--- config.mk ---
export PLATFORM = sky130hd
export DESIGN_NAME = jesd204_tx_link_ctrl
export DESIGN_NICKNAME = d
export VERILOG_FILES = /design/src/rtl/jesd204_tx_link_ctrl.sv
export SDC_FILE = /design/constraint.sdc
export NUM_CORES = 1
export LEC_CHECK = 0
export ABC_AREA = 0
export CAP_MARGIN = 20
export CORE_AREA = 5 5 67 82
export DETAILED_ROUTE_END_ITERATION = 12
export DIE_AREA = 0 0 72 87
export PLACE_DENSITY = 0.58
export SKIP_LAST_GASP = 1
export SYNTH_ARGS = -nofsm -noshare
export SYNTH_HDL_FRONTEND = slang
export SYNTH_SLANG_ARGS = --single-unit
--- constraint.sdc ---
create_clock -name clk_i -period 2.4 [get_ports clk_i]
set_clock_uncertainty 0.05 [all_clocks]
set_input_delay 0.48 -clock clk_i [delete_from_list [all_inputs] [get_ports clk_i]]
set_output_delay 0.48 -clock clk_i [all_outputs]
set_load 0.005 [all_outputs]
--- src/rtl/jesd204_tx_link_ctrl.sv ---
// JESD204 TX link bring-up and recovery sequencer (device-clock domain).
//
// Walks IDLE -> PHY_RST -> WAIT_PHY -> TX_START -> LINK. It releases the PHY
// reset first, then the tx datapath reset. From LINK it falls back to
// TX_START on a debounced SYNC~ request or when RDY is lost. It returns to
// PHY_RST when the PHY drops out or when PHY_RST_DONE times out.
//
// Ports:
//   clk_i           device clock, rising edge
//   rst_ni          asynchronous active-low reset
//   en_i            link enable (level)
//   phy_rst_done_i  PHY reset complete (level)
//   sync_n_i        JESD SYNC~ from the receiver
//   rdy_i           tx datapath is in the data phase
//   err_clr_i       single-cycle pulse; clears resync_cnt_o and timeout_err_o
//   phy_rst_o       PHY reset request, active-high
//   tx_rst_n_o      tx datapath reset, active-low
//   link_up_o       high only in LINK
//   state_o         current state encoding (0..4)
//   resync_cnt_o    saturating count of qualified resync events
//   timeout_err_o   sticky PHY reset timeout flag
module jesd204_tx_link_ctrl #(
    parameter int unsigned PHY_RST_CYCLES = 16,
    parameter int unsigned PHY_TIMEOUT    = 65535,
    parameter int unsigned SYNC_DEB       = 4
) (
    input  logic       clk_i,
    input  logic       rst_ni,
    input  logic       en_i,
    input  logic       phy_rst_done_i,
    input  logic       sync_n_i,
    input  logic       rdy_i,
    input  logic       err_clr_i,
    output logic       phy_rst_o,
    output logic       tx_rst_n_o,
    output logic       link_up_o,
    output logic [2:0] state_o,
    output logic [7:0] resync_cnt_o,
    output logic       timeout_err_o
);

    localparam int unsigned TmrW = $clog2(PHY_TIMEOUT + 1);
    localparam int unsigned RstW = $clog2(PHY_RST_CYCLES + 1);
    // The phase counter times both PHY_RST and WAIT_PHY, so size it for the longer one.
    localparam int unsigned CntW = (TmrW > RstW) ? TmrW : RstW;
    localparam int unsigned DebW = $clog2(SYNC_DEB + 1);

    localparam logic [CntW-1:0] RstLast = CntW'(PHY_RST_CYCLES - 1);
    localparam logic [CntW-1:0] TmoLast = CntW'(PHY_TIMEOUT - 1);
    localparam logic [DebW-1:0] DebLast = DebW'(SYNC_DEB - 1);

    typedef enum logic [2:0] {
        StIdle    = 3'd0,
        StPhyRst  = 3'd1,
        StWaitPhy = 3'd2,
        StTxStart = 3'd3,
        StLink    = 3'd4
    } state_e;

    state_e          state_q, state_d;
    logic [CntW-1:0] cnt_q, cnt_d;
    logic [DebW-1:0] deb_q, deb_d;
    logic [7:0]      resync_q, resync_d;
    logic            terr_q, terr_d;
    logic            phy_rst_q, phy_rst_d;
    logic            tx_rst_n_q, tx_rst_n_d;
    logic            link_up_q, link_up_d;
    logic            resync_evt, timeout_evt;

    // Next-state logic. Counters default to 0 so that every state entry
    // (and any exit from LINK) starts them from a clean value.
    always_comb begin
        state_d     = state_q;
        cnt_d       = '0;
        deb_d       = '0;
        resync_evt  = 1'b0;
        timeout_evt = 1'b0;

        if (state_q != StIdle && !en_i) begin
            state_d = StIdle;
        end else if ((state_q == StTxStart || state_q == StLink) && !phy_rst_done_i) begin
            // PHY lost: redo the whole reset sequence.
            state_d = StPhyRst;
        end else begin
            case (state_q)
                StIdle: begin
                    if (en_i) state_d = StPhyRst;
                end
                StPhyRst: begin
                    if (cnt_q == RstLast) state_d = StWaitPhy;
                    else                  cnt_d   = cnt_q + 1'b1;
                end
                StWaitPhy: begin
                    if (phy_rst_done_i) begin
                        state_d = StTxStart;
                    end else if (cnt_q == TmoLast) begin
                        state_d     = StPhyRst;
                        timeout_evt = 1'b1;
                    end else begin
                        cnt_d = cnt_q + 1'b1;
                    end
                end
                StTxStart: begin
                    if (rdy_i) state_d = StLink;
                end
                StLink: begin
                    // A qualified SYNC~ request outranks a plain loss of RDY.
                    if (!sync_n_i && deb_q == DebLast) begin
                        state_d    = StTxStart;
                        resync_evt = 1'b1;
                    end else if (!rdy_i) begin
                        state_d = StTxStart;
                    end else if (!sync_n_i) begin
                        deb_d = deb_q + 1'b1;
                    end
                end
                default: state_d = StIdle;
            endcase
        end
    end

    // Error bookkeeping; a clear pulse drops any event in the same cycle.
    always_comb begin
        resync_d = resync_q;
        terr_d   = terr_q;
        if (err_clr_i) begin
            resync_d = '0;
            terr_d   = 1'b0;
        end else begin
            if (resync_evt && resync_q != 8'hff) resync_d = resync_q + 8'd1;
            if (timeout_evt)                     terr_d   = 1'b1;
        end
    end

    // Outputs are decoded from the next state and registered, so they line up
    // with state_q and carry no combinational glitches.
    always_comb begin
        phy_rst_d  = (state_d == StIdle) || (state_d == StPhyRst);
        tx_rst_n_d = (state_d == StTxStart) || (state_d == StLink);
        link_up_d  = (state_d == StLink);
    end

    always_ff @(posedge clk_i or negedge rst_ni) begin
        if (!rst_ni) begin
            state_q    <= StIdle;
            cnt_q      <= '0;
            deb_q      <= '0;
            resync_q   <= '0;
            terr_q     <= 1'b0;
            phy_rst_q  <= 1'b1;
            tx_rst_n_q <= 1'b0;
            link_up_q  <= 1'b0;
        end else begin
            state_q    <= state_d;
            cnt_q      <= cnt_d;
            deb_q      <= deb_d;
            resync_q   <= resync_d;
            terr_q     <= terr_d;
            phy_rst_q  <= phy_rst_d;
            tx_rst_n_q <= tx_rst_n_d;
            link_up_q  <= link_up_d;
        end
    end

    assign state_o       = state_q;
    assign phy_rst_o     = phy_rst_q;
    assign tx_rst_n_o    = tx_rst_n_q;
    assign link_up_o     = link_up_q;
    assign resync_cnt_o  = resync_q;
    assign timeout_err_o = terr_q;

endmodule
==> flow_metrics.env <==
export IMPL_chipWidth_um=72
export IMPL_cts_tree="yes"
export IMPL_layout_area_seq_um2=852
export IMPL_layout_utilization=0.459
export IMPL_dp_cells=254
export IMPL_synth_seq_area_share=0.478
export IMPL_ir_worst_vdd_uv=479
export IMPL_cts_made_buffers=5
export IMPL_grt_antenna_before_repair=0
export IMPL_layout_cells_non_filler=262
export IMPL_wl_per_cell_um=13.2
export IMPL_stdcell_area_um2=2150
export IMPL_drive_above_1_share=0.114
export IMPL_netSwitchingFraction=0.284
export IMPL_initial_core_util=0.380
export IMPL_grt_max_degree=35
export IMPL_placeable_area_um2=4690
export IMPL_fp_dieArea_um2=6260
export IMPL_place_area_um2=2060
export IMPL_synth_top_cells_by_area="sky130_fd_sc_hd__dfrtp_1, sky130_fd_sc_hd__xor2_1, sky130_fd_sc_hd__nor2_1"
export IMPL_die_height_um=87
export IMPL_synth_distinct_cells=45
export IMPL_clock_slew_seen_by_the_registers_of_the_worst_setup_and_hold_paths_ns=0.06
export IMPL_total_via_count_after_detailed_routing=1371
export IMPL_buffer_ports_inserted=21
export IMPL_seqPwrFrac=0.496
export IMPL_post_synth_edffs=0
export IMPL_syn2layout_area_growth_pct=20.9
export IMPL_synth_warning_count=0
export IMPL_pwr_share_comb=0.174
export IMPL_multiInputGateArea_um2=885
export IMPL_finalHoldViolations=0
export IMPL_startpoint_type="register"
export IMPL_result_of_the_run="finished clean"
export IMPL_post_synth_top_area_cell="sky130_fd_sc_hd__dfrtp_1"
export IMPL_cp_data_required_time_ns=2.52
export IMPL_insertedDiodeCount=0
export IMPL_initialDrtViolationCount=35
export IMPL_synth_cells_most_frequent="sky130_fd_sc_hd__nor2_1, sky130_fd_sc_hd__dfrtp_1, sky130_fd_sc_hd__xor2_1"
export IMPL_max_freq_mhz=455
export IMPL_number_of_fill_cells=464
export IMPL_capturing_element_type_of_the_critical_path="register"
export IMPL_routed_wirelength_mm=3.45
export IMPL_post_cts_resized=0
export IMPL_cts_hold_buffers_added=0
export IMPL_fin_tns_setup_ns=0
export IMPL_syn_inst_count=174
export IMPL_post_route_drc_count=0
export IMPL_critPathArrivalTime_ns=2.32
export IMPL_cellPowerDensity_nw_per_um2=597
export IMPL_max_clock_path_buffers=2
export IMPL_cap_violations=0
export IMPL_cts_sinks=34
export IMPL_grt_overflow_total=0
export IMPL_ys_seq_elements=34
export IMPL_p_total_uw=1290
export IMPL_synth_ff_type="sky130_fd_sc_hd__dfrtp_1"
export IMPL_cts_setup_buffers=0
export IMPL_yosys_area_top_type_share=0.463
export IMPL_min_path_type="register to register"
export IMPL_p_int_uw=921
export IMPL_worst_slew_margin_rel=0.699
export IMPL_antenna_left=0
export IMPL_most_numerous_cell_in_the_yosys_netlist="sky130_fd_sc_hd__nor2_1"
export IMPL_setup_violations_final=0
export IMPL_grt_setup_unrepaired="no"
export IMPL_synth_async_sr_flop_share=1.00
export IMPL_switchingPower_uw=365
export IMPL_grt_pass1_wl_mm=6.13
export IMPL_post_dp_hpwl_mm=2.49
export IMPL_worst_path_max_fanout=7
export IMPL_clk_latency_ns=0.28
export IMPL_tightest_slew_ns=0.448
export IMPL_clkPwrFrac=0.330
export IMPL_synth_fp_nets=186
export IMPL_fin_crit_sh=0.916
export IMPL_drv_slew=0
export IMPL_worst_setup_path_type="register to register"
export IMPL_post_synth_cell_area_avg_um2=10.2
export IMPL_io_pin_count=22
export IMPL_post_drt_via_cell_ratio=5.23
export IMPL_final_weighted_congestion_of_routability_driven_global_placement=0.783
export IMPL_drt_pass1_iter_count=4
export IMPL_clock_root_buffer="sky130_fd_sc_hd__clkbuf_8"
export IMPL_finalWorstPathRequiredPeriod_ns=2.20
export IMPL_vias_in_the_first_global_route=1341
export IMPL_num_rows=28
export IMPL_fin_nets=213
export IMPL_htree_num_levels=2
export IMPL_globalRouteTotalUtil=0.125
export IMPL_syn_cell_area_um2=1780
export IMPL_power_leakage_uw=0.000930
## kinds of logic after synthesis
family / after synthesis / share of synthesized area
simple gates: 85 / 0.270
flops: 34 / 0.478
xor+xnor: 20 / 0.0983
compound gates: 18 / 0.0758
buf+inv: 9 / 0.0253
fa+ha+maj: 5 / 0.0351
mux: 3 / 0.0176
## state kept, by name, indices dropped and copies added, names as in the netlist
| signal | count |
|---|---|
| cnt_q | 16 |
| resync_cnt_o | 8 |
| deb_q | 3 |
| state_o | 3 |
| link_up_o | 1 |
| phy_rst_o | 1 |
| timeout_err_o | 1 |
| tx_rst_n_o | 1 |
## final cells by class
type                            count  area share
Clock buffer                        7      0.0401
Clock inverter                      1     0.00232
Inverter                            5     0.00871
Multi-Input combinational cell    131       0.411
Sequential cell                    34       0.395
Tap cell                           60      0.0348
Timing Repair Buffer               24       0.108
## power by group through the flow
stage	combinational (µW)	clock, µW	sequential [µW]
after global routing	254	481	639
after CTS	227	448	636
after detailed placement	227	0	647
final	223	425	638
after global placement	222	0	645
after floorplan	142	0	639
## worst paths after layout
kind / startpoint / endpoint / slack [ns] / cells after the start
max: cnt_q[0] / tx_rst_n_o / 0.20 / 7
min reg2reg: deb_q[0] / deb_q[0] / 0.38 / 1
min: deb_q[0] / deb_q[0] / 0.38 / 1
min in group asynchronous: rst_ni / link_up_o / 0.57 / 2
max reg2reg: cnt_q[0] / tx_rst_n_o / 0.20 / 7
max in group asynchronous: rst_ni / phy_rst_o / 1.40 / 2
## worst max-delay path, stage by stage, from the launching register on
cell and delay (ns):
sky130_fd_sc_hd__dfrtp_1 0.45, sky130_fd_sc_hd__inv_1 0.10, sky130_fd_sc_hd__ha_1 0.14, sky130_fd_sc_hd__nand4_1 0.10
sky130_fd_sc_hd__nor4_2 0.46, sky130_fd_sc_hd__a21boi_0 0.18, sky130_fd_sc_hd__o311a_2 0.44, sky130_fd_sc_hd__a21o_1 0.17
## per-layer routing
layer / vias up / global-route usage / share of wire / wire length [µm]
li1: 673 / - / - / -
met1: 677 / 0.149 / 0.45 / 1560
met2: 19 / 0.211 / 0.49 / 1710
met3: 2 / 0.0381 / 0.045 / 155
met4: 0 / 0.0462 / 0.0075 / 26
met5: - / 0 / 0 / 0
## stage by stage
step / worst slack [ns] / hold slack, ns
final: 0.201 / 0.383
after global routing: 0.0701 / 0.430
after CTS: 0.208 / 0.395
after detailed placement: 0.168 / 0.386
after global placement: 0.189 / 0.370
after floorplan: 0.340 / 0.134
## cell usage in the layout, fill, tap and decap left out, drive strengths merged, types with 6 or more instances in the layout
cell type and instances:
nor2 34, dfrtp 33, clkdlybuf4s50 21, xor2 17, nand4 10, clkbuf 7, nand3 6, nand2 6
Power figures use the tool's default switching activity.
